<file path="src/rtl/shift_reg_pkg.sv">
`default_nettype none
// +-----------------------------------------------------------------------+
// | shift_reg_pkg: shared mode encoding and defaults for the shift register |
// | Rev 1.0                                                               |
// +-----------------------------------------------------------------------+
package shift_reg_pkg;

  localparam int SR_DEFAULT_WIDTH = 8;

  typedef enum logic [1:0] {
    HOLD = 2'd0,
    LOAD = 2'd1,
    SHL  = 2'd2,
    SHR  = 2'd3
  } shift_mode_e;

endpackage : shift_reg_pkg
`default_nettype wire

</file>
<file path="src/rtl/shift_mode_decode.sv">
`default_nettype none
// +-----------------------------------------------------------------------+
// | shift_mode_decode: priority encoder from control levels to a mode     |
// | Rev 1.0                                                               |
// +-----------------------------------------------------------------------+
module shift_mode_decode
  import shift_reg_pkg::*;
(
  input  logic        load,
  input  logic        shift_left,
  input  logic        shift_right,
  output shift_mode_e mode
);

  // Conflicting shift requests fall through to HOLD rather than picking a side.
  always_comb begin
    mode = HOLD;
    if (load)
      mode = LOAD;
    else if (shift_left && !shift_right)
      mode = SHL;
    else if (shift_right && !shift_left)
      mode = SHR;
  end

endmodule : shift_mode_decode
`default_nettype wire

</file>
<file path="src/rtl/universal_shift_reg.sv">
`default_nettype none
// +-----------------------------------------------------------------------+
// | universal_shift_reg: parallel-load, bidirectional shift/rotate register |
// | Rev 1.0                                                               |
// +-----------------------------------------------------------------------+
module universal_shift_reg
  import shift_reg_pkg::*;
#(
  parameter int   WIDTH  = SR_DEFAULT_WIDTH,
  parameter int   ROTATE = 0,
  parameter logic FILL   = 1'b0
) (
  input  logic             clk,
  input  logic             reset,
  input  logic             load,
  input  logic             shift_left,
  input  logic             shift_right,
  input  logic [WIDTH-1:0] parallel_in,
  output logic [WIDTH-1:0] q
);

  generate
    if (WIDTH < 2) begin : g_width_check
      $error("universal_shift_reg: WIDTH must be at least 2");
    end
  endgenerate

  shift_mode_e      mode;
  logic             in_l;
  logic             in_r;
  logic [WIDTH-1:0] data_q;
  logic [WIDTH-1:0] data_d;

  shift_mode_decode u_decode (
    .load        (load),
    .shift_left  (shift_left),
    .shift_right (shift_right),
    .mode        (mode)
  );

  generate
    if (ROTATE != 0) begin : g_rotate
      assign in_l = data_q[WIDTH-1];
      assign in_r = data_q[0];
    end else begin : g_fill
      assign in_l = FILL;
      assign in_r = FILL;
    end
  endgenerate

  always_comb begin
    data_d = data_q;
    case (mode)
      LOAD:    data_d = parallel_in;
      SHL:     data_d = {data_q[WIDTH-2:0], in_l};
      SHR:     data_d = {in_r, data_q[WIDTH-1:1]};
      default: data_d = data_q;
    endcase
  end

  always_ff @(posedge clk) begin
    if (!reset)
      data_q <= '0;
    else
      data_q <= data_d;
  end

  assign q = data_q;

endmodule : universal_shift_reg
`default_nettype wire

</file>
<file path="config.mk">
export PLATFORM = sky130hd
export DESIGN_NAME = universal_shift_reg
export DESIGN_NICKNAME = d
export VERILOG_FILES = /design/src/rtl/shift_reg_pkg.sv /design/src/rtl/shift_mode_decode.sv /design/src/rtl/universal_shift_reg.sv
export SDC_FILE = /design/constraint.sdc
export NUM_CORES = 1
export LEC_CHECK = 0
export BUFFER_PORTS_ARGS = -buffer_cell sky130_fd_sc_hd__buf_2
export CAP_MARGIN = 20
export CORE_AREA = 3 3 40 42
export CTS_CLUSTER_SIZE = 28
export DETAILED_ROUTE_END_ITERATION = 12
export DIE_AREA = 0 0 43 45
export GPL_ROUTABILITY_DRIVEN = 0
export GPL_TIMING_DRIVEN = 1
export PLACE_DENSITY_LB_ADDON = 0.05
export SKIP_CTS_REPAIR_TIMING = 1
export SLEW_MARGIN = 10
export SYNTH_ARGS = -nofsm -noshare
export SYNTH_HDL_FRONTEND = slang
export SYNTH_SLANG_ARGS = --single-unit
</file>
<file path="constraint.sdc">
create_clock -name clk -period 2.1 [get_ports clk]
set_input_delay 0.105 -clock clk [delete_from_list [all_inputs] [get_ports clk]]
set_output_delay 0.105 -clock clk [all_outputs]
set_load 0.05 [all_outputs]
</file>
# --- Word level (Yosys, flattened, before mapping) ---
# Index checks and enable logic that the tools add are counted.
word_totals:
  elab_cells: 13
  output_inout_bits: 8
  inputBits: 13
  reg_bits: 8
op_classes:
  mux: 4
  eq_ne: 3
  n_reduce_logical: 5
ops:
  columns: ["cell", "count"]
  rows:
  - ["$pmux 8 s3", 1]
  - ["$mux 2", 3]
  - ["$eq 2x2->1 const B", 2]
  - ["$reduce_bool 3->1", 1]
  - ["$eq 2x1->1 const B", 1]
  - ["$logic_and 1x1->1", 2]
  - ["$logic_not 1->1", 2]

# --- Logic depth before layout (Yosys ltp) ---
# Gate-level depths: netlist of run 1.
logic_depth:
  depth_word: 7
  mapped_depth: 7

# --- Modules after synthesis ---
# From an unflattened synthesis of run 1, not the netlist that was laid out.
hier_totals:
  cells_unflattened: 41
  hier_area_um2: 434.2
modules_own_cells:
  columns: ["module", "n_inst", "seq_area_each_um2", "cells_each", "area_each_um2"]
  rows:
  - ["universal_shift_reg", 1, 160.2, 37, 407.9]
  - ["shift_mode_decode", 1, 0.0, 4, 26.3]

# --- Least setup slack after synthesis of run 1 ---
# No wires, ideal clock.
synth_path:
  kind: "register to register"
  from: "reg data_q[6] (netlist: q[6])"
  to: "reg data_q[7] (netlist: q[7])"
  arrival_time_ns: 1.162
  setup_ns: 0.074
  path_stages_with_launch: 3
  synth_period_minus_slack_ns: 1.236
  required_ns: 2.026
  path_slack_ns: 0.864
  path_buffers: 0
  cell_sequence: "dfxtp_1 -> or3b_1 -> a31oi_1"
synth_between:
  elab_chain_cells: 1
synth_lines:
  columns: ["item", "line", "rtl"]
  rows:
  - ["start: declaration", "universal_shift_reg.sv:31", "logic [WIDTH-1:0] data_q;"]
  - ["start signal: assignment", "universal_shift_reg.sv:65", "data_q <= data_d;"]
  - ["$pmux 8 s3", "universal_shift_reg.sv:53", "case (mode)"]
# Every way passes these cells.
# A chain may end at the register's enable or synchronous reset.

# --- Worst setup path after layout of run 1 ---
layout_path:
  from: "in shift_left"
  to: "reg data_q[0] (netlist: q[0])"
layout_between:
  elab_chain_cells: 7
layout_lines:
  columns: ["item", "line", "rtl"]
  rows:
  - ["start: declaration", "universal_shift_reg.sv:16", "input logic shift_left,"]
  - ["$logic_not 1->1", "shift_mode_decode.sv:22", "else if (shift_right && !shift_left)"]
  - ["$logic_and 1x1->1", "shift_mode_decode.sv:22", null]
  - ["$mux 2", "shift_mode_decode.sv:22", null]
  - ["$mux 2 (*)", "shift_mode_decode.sv:20", "else if (shift_left && !shift_right)"]
  - ["$mux 2 (*)", "shift_mode_decode.sv:18", "if (load)"]
  - ["$eq 2x2->1 or $eq 2x1->1 (tied branches)", "universal_shift_reg.sv:53", null]
  - ["$pmux 8 s3 or $reduce_bool 3->1 (tied branches)", null, null]
# Mark *: on every way between the ends. The rest lies on a longest branch, timed or not.

==> impl_metrics.json, run 1 <==
{
  "clock_insertion_delay_worst_skew_ns": 0.25,
  "first_global_vias": 411,
  "largest_register_ffs": 8,
  "peakVddDrop_mv": 0.379,
  "drcViolationCount": 0,
  "arrival_time_reported_for_the_critical_path_endpoint_ns": 1.36,
  "synth_most_common_cell": "sky130_fd_sc_hd__dfxtp_1",
  "crit_path_max_incr_delay_ns": 0.60,
  "sequential_share_of_power": 0.413,
  "crit-reg2reg-capture": "q[7]",
  "floorplan.core_area_mm2": 0.00128,
  "avgViaCountPerCell": 5.33,
  "holdCritPathClass": "in -> reg",
  "path_cells": "buf_2 -> inv_1 -> ha_1 -> a21oi_1 -> o21ai_0 -> a21oi_1",
  "worst_clock_skew_ns": 0.00720,
  "power_density_mw_per_mm2": 749,
  "synth_top_area_share": 0.327,
  "worst-slew-pin-transition_ns": 0.709,
  "ys_dominant_reg_cell": "sky130_fd_sc_hd__dfxtp_1",
  "synth_top_cells_by_count": "8 x sky130_fd_sc_hd__dfxtp_1, 7 x sky130_fd_sc_hd__o21ai_0, 6 x sky130_fd_sc_hd__mux2i_1, 5 x sky130_fd_sc_hd__nor2_1",
  "synth.lib_cells_used.distinct": 17,
  "layout_worst_path_cycle_share": 0.581,
  "min_to": "q[2]",
  "die_width_um": 43,
  "mappedNetlistArea_um2": 489,
  "crit_path_start": "shift_left",
  "layout-drive-gt1-share": 0.329,
  "worst_setup_path_end_kind": "flip-flop",
  "die_y_um": 45,
  "p_comb_frac": 0.315,
  "cts.htree.levels": 1,
  "area_delta_synth_final_pct": 18.9,
  "post_drt_wl_per_cell_um": 12.4,
  "number_of_diodes_added_for_antenna_fixing": 0,
  "wire_length_of_the_first_global_routing_pass_um": 1880,
  "yosys_warnings": 0,
  "netlist_instances": 54,
  "worst_hold_path.num_cells": 3,
  "regToRegSetupSlack_ns": 1.14,
  "path_buf_inv": 2,
  "detail_route.wirelength_um": 1090,
  "utilization": 0.453,
  "clock_tree_from_tritoncts": "built",
  "total_switching_power_w": 0.000159,
  "max_freq_mhz": 819,
  "power.share.clock": 0.272,
  "crit_top_cell": "sky130_fd_sc_hd__a21oi_1",
  "ys_ff_latch": 8,
  "worst-r2r-cell-count": 2,
  "crit_path_top_delay_cell": "sky130_fd_sc_hd__ha_1",
  "timing.final.setup_violations": 0,
  "layout.nets": 89,
  "setup_tns_ns": 0,
  "placementRows": 13,
  "die-area_mm2": 0.00194,
  "clk_pin_slew_ns": 0.06,
  "post_synth_edffs": 0,
  "postSynth.asyncResetShare": 0,
  "half_perimeter_wire_length_after_placement_um": 826,
  "portBuffers": 20,
  "report.final.slew_viol_count": 0,
  "timing.critical_path.max_delay_family": "adder cells",
  "cts_num_sinks": 8,
  "timing_worst_setup_path_type": "in -> reg",
  "power_switching_share": 0.365,
  "grt_start_max_net_pins": 20,
  "rsz_0062_raised_after_global_routing": "false",
  "initial_utilization": 0.381,
  "synth_sequential_area_ratio": 0.327,
  "status": "finished, final reports clean",
  "relSlewSlack": 0.527,
  "synth_top_cells_by_area": "sky130_fd_sc_hd__dfxtp_1 33%, sky130_fd_sc_hd__mux2i_1 12%, sky130_fd_sc_hd__o21ai_0 7.2%",
  "cts_root_buf": "sky130_fd_sc_hd__clkbuf_4",
  "globalRouteTotalUtil": 0.131,
  "drv_cap": 0,
  "leakage_nw": 0.257,
  "worst_hold_startpoint": "parallel_in[2]",
  "setup.worst_path.start_class": "input port",
  "intPower_w": 0.000277,
  "drt_first_pass_iters": 1,
  "routed-via-count": 469,
  "grt_overflow_total": 0,
  "synth_top_area_cell": "sky130_fd_sc_hd__dfxtp_1",
  "detail-route-antenna-nets": 0,
  "min_period_ns": 1.22,
  "antenna_violations_before_repair": 0,
  "timing.critical_path.required_ns": 2.24,
  "syn_nets": 68,
  "drt_iter0_drc": 0,
  "critical_path.max_fanout": 19,
  "cts_buffers": 3,
  "finalHoldViolations": 0,
  "cts.path.max_buffers": 2,
  "synth.avg_cell_area_um2": 9.06,
  "rr_startpoint": "q[6]",
  "pin_count": 21
}
[worst max path at each step]
| stage | end | slack (ns) | depth (start not counted) |
|---|---|---|---|
| after global routing | q[0] | 0.74 | 6 |
| after detailed placement | q[0] | 0.60 | 6 |
| after floorplan | q[7] | 0.86 | 2 |
| final | q[0] | 0.88 | 6 |
| after global placement | q[2] | 0.63 | 5 |
| after CTS | q[0] | 0.88 | 6 |
[per-layer routing]
layer  track usage  vias to the layer above  wire [µm]
li1              -                      243          -
met1         0.189                      210        529
met3        0.0677                        0        100
met5             0                        -          0
met2         0.168                       16        462
met4        0.0361                        0          0
[cells by family after synthesis]
kind of cell | count (synthesis) | synth area share
AO/OA/AOI/OAI | 23 | 0.292
AND/OR/NAND/NOR | 10 | 0.118
flip-flops | 8 | 0.327
buffers and inverters | 6 | 0.115
multiplexers | 6 | 0.123
adder cells (fa/ha/maj) | 1 | 0.0256
[worst min-delay path, delay by kind of cell]
family                 cells  cell delay, ns
buffers and inverters      1            0.09
AND/OR/NAND/NOR            1            0.09
AO/OA/AOI/OAI              1            0.05
[cell type report]
cell class                      instances  area, µm²
Sequential cell                         8        160
Clock buffer                            3       22.5
Fill cell                             136        703
Inverter                                2       7.51
Timing Repair Buffer                   20        100
Tap cell                               15       18.8
Multi-Input combinational cell         40        273
[power by group through the flow]
stage / clock network [W] / logic, W / registers, W
after floorplan: 0 / 0.0000616 / 0.000231
after global placement: 0 / 0.000139 / 0.000185
after detailed placement: 0 / 0.000138 / 0.000184
after CTS: 0.000125 / 0.000138 / 0.000180
after global routing: 0.000133 / 0.000150 / 0.000182
final: 0.000119 / 0.000137 / 0.000180
[per-stage QoR]
step | power, W | instances | hold WS, ns | area (µm²) | setup slack (ns)
6_report | 0.000436 | 88 | 0.138 | 582 | 0.879
5_1_grt | 0.000464 | 88 | 0.135 | 582 | 0.744
4_1_cts | 0.000444 | 88 | 0.135 | 582 | 0.876
3_5_place_dp | 0.000321 | 85 | 0.404 | 559 | 0.599
3_3_place_gp | 0.000324 | 85 | 0.390 | 559 | 0.634
2_1_floorplan | 0.000293 | 54 | 0.243 | 489 | 0.864
[cells in the final DEF (no fill, tap or decap)]
| cell | netlist | layout |
|---|---|---|
| sky130_fd_sc_hd__a211oi_1 | 3 | 3 |
| sky130_fd_sc_hd__a21oi_1 | 3 | 3 |
| sky130_fd_sc_hd__a221oi_1 | 3 | 3 |
| sky130_fd_sc_hd__a31oi_1 | 1 | 1 |
| sky130_fd_sc_hd__buf_2 | 0 | 20 |
| sky130_fd_sc_hd__clkbuf_4 | 0 | 3 |
| sky130_fd_sc_hd__dfxtp_1 | 8 | 8 |
| sky130_fd_sc_hd__ha_1 | 1 | 1 |
| sky130_fd_sc_hd__inv_1 | 2 | 2 |
| sky130_fd_sc_hd__mux2i_1 | 6 | 6 |
| sky130_fd_sc_hd__nand2b_1 | 3 | 3 |
| sky130_fd_sc_hd__nor2_1 | 5 | 5 |
| sky130_fd_sc_hd__o21ai_0 | 7 | 7 |
| sky130_fd_sc_hd__o21ai_1 | 3 | 3 |
| sky130_fd_sc_hd__o31ai_1 | 3 | 3 |
| sky130_fd_sc_hd__or3b_1 | 1 | 1 |
| sky130_fd_sc_hd__or3b_4 | 1 | 1 |
No activity file was read; power rests on OpenSTA's default activity.
==> run 2, diff against run 1 <==
==> constraint.sdc (replaced) <==
create_clock -name clk -period 1 [get_ports clk]
set_input_delay 0.05 -clock clk [delete_from_list [all_inputs] [get_ports clk]]
set_output_delay 0.05 -clock clk [all_outputs]
set_load 0.05 [all_outputs]
==> impl_metrics.json, run 2 (same netlist as run 1, synthesis figures left out) <==
{
  "status": "finished, final reports clean",
  "worst-slew-pin-transition_ns": 0.250,
  "drcViolationCount": 0,
  "initial_utilization": 0.381,
  "setup_tns_ns": 0,
  "cts.htree.levels": 1,
  "cts_root_buf": "sky130_fd_sc_hd__clkbuf_4",
  "leakage_nw": 0.298,
  "finalPower_w": 0.000966,
  "grt_overflow_total": 0,
  "clock_insertion_delay_worst_skew_ns": 0.25,
  "power_density_mw_per_mm2": 1450,
  "worst_setup_path_end_kind": "flip-flop",
  "die_width_um": 43,
  "cts_num_sinks": 8,
  "max_freq_mhz": 1070,
  "mostFrequentLayoutCell": "sky130_fd_sc_hd__buf_2",
  "most-common-layout-cells": "20 x sky130_fd_sc_hd__buf_2, 8 x sky130_fd_sc_hd__buf_4, 8 x sky130_fd_sc_hd__dfxtp_2, 7 x sky130_fd_sc_hd__o21ai_0, 6 x sky130_fd_sc_hd__mux2i_1",
  "detail-route-antenna-nets": 0,
  "filler_cell_count": 133,
  "placementRows": 13,
  "half_perimeter_wire_length_after_placement_um": 969,
  "largest_register_ffs": 8,
  "rr_startpoint": "q[6]",
  "drv_cap": 0,
  "relSlewSlack": 0.833,
  "layout_worst_path_cycle_share": 0.934,
  "worst_clock_skew_ns": 0.00277,
  "portBuffers": 20,
  "routed-via-count": 510,
  "pin_count": 21,
  "critical_path.max_fanout": 4,
  "die-area_mm2": 0.00194,
  "clock_tree_from_tritoncts": "built",
  "setup.worst_path.start_class": "flip-flop",
  "layout.nets": 97,
  "finalHoldViolations": 0,
  "post_drt_wl_per_cell_um": 12.5,
  "drt_first_pass_iters": 4,
  "drt_iter0_drc": 8,
  "globalRouteTotalUtil": 0.138,
  "rsz_0062_raised_after_global_routing": "false",
  "arrival_time_reported_for_the_critical_path_endpoint_ns": 1.11,
  "first_global_vias": 469,
  "timing.critical_path.required_ns": 1.17,
  "timing.final.setup_violations": 0,
  "number_of_diodes_added_for_antenna_fixing": 0,
  "holdCritPathClass": "in -> reg",
  "cts_buffers": 3,
  "clk_pin_slew_ns": 0.06,
  "place_area_um2": 644,
  "timing_worst_setup_path_type": "reg -> reg",
  "area_delta_synth_final_pct": 36.3,
  "peakVddDrop_mv": 0.583,
  "final_area_um2": 667,
  "wire_length_of_the_first_global_routing_pass_um": 1980,
  "detail_route.wirelength_um": 1200,
  "avgViaCountPerCell": 5.31,
  "floorplan.core_area_mm2": 0.00128,
  "report.final.slew_viol_count": 0,
  "worst_hold_startpoint": "parallel_in[3]",
  "dpl.cell_count": 93,
  "grt_start_max_net_pins": 10,
  "layout-drive-gt1-share": 0.519,
  "finish.cell_count_without_fillers": 96,
  "min_period_ns": 0.934,
  "cts.path.max_buffers": 2,
  "die_y_um": 45,
  "antenna_violations_before_repair": 0,
  "crit_path_start": "q[6]"
}
-- run 2: cell count changes in the layout (fill, tap and decap cells not counted) --
cell / delta
sky130_fd_sc_hd__inv_4: +1
sky130_fd_sc_hd__inv_1: -1
sky130_fd_sc_hd__ha_1: -1
sky130_fd_sc_hd__dfxtp_2: +8
sky130_fd_sc_hd__buf_4: +8
sky130_fd_sc_hd__dfxtp_1: -8
sky130_fd_sc_hd__ha_4: +1
-- run 2: through the flow --
stage / worst slack, ns / util / hold WS [ns]
global route: 0.0171 / 0.519 / 0.0785
detailed placement: -0.177 / 0.501 / 0.339
global placement: -0.181 / 0.501 / 0.336
floorplan: -0.0918 / - / 0.181
CTS: 0.0531 / 0.519 / 0.0721
finish: 0.0656 / 0.519 / 0.0780
-- run 2: layer usage --
layer  global-route usage  vias to the layer above  share of wire
li1                     -                      262              -
met1                0.160                      233           0.47
met2                0.228                       15           0.45
met3               0.0438                        0          0.082
met4               0.0723                        0              0
met5                    0                        -              0
-- run 2: final timing paths --
check             endpoint  slack (ns)  cells after the start
setup / recovery      q[7]        0.07                      2
hold / removal        q[3]        0.08                      3
hold reg to reg       q[2]        0.54                      2
setup reg to reg      q[7]        0.07                      2
-- run 2: final cells by class --
type	count	area [µm²]	share of cell area
multi-input combinational	40	285	0.428
sequential	8	170	0.255
timing repair buffer	28	160	0.240
clock buffer	3	22.5	0.0338
tap	15	18.8	0.0281
inverter	2	10.0	0.0150
-- run 2: report_power, final --
group	leakage [nW]	switching, W	internal, W
clock network	0.0138	0.000112	0.000138
registers	0.0688	0.0000286	0.000357
logic	0.215	0.000204	0.000127
total	0.298	0.000345	0.000621
-- run 2: worst max-delay path, stage by stage, from the launching register on --
cell and delay, ns:
sky130_fd_sc_hd__dfxtp_2 0.35, sky130_fd_sc_hd__or3b_1 0.34, sky130_fd_sc_hd__a31oi_1 0.17
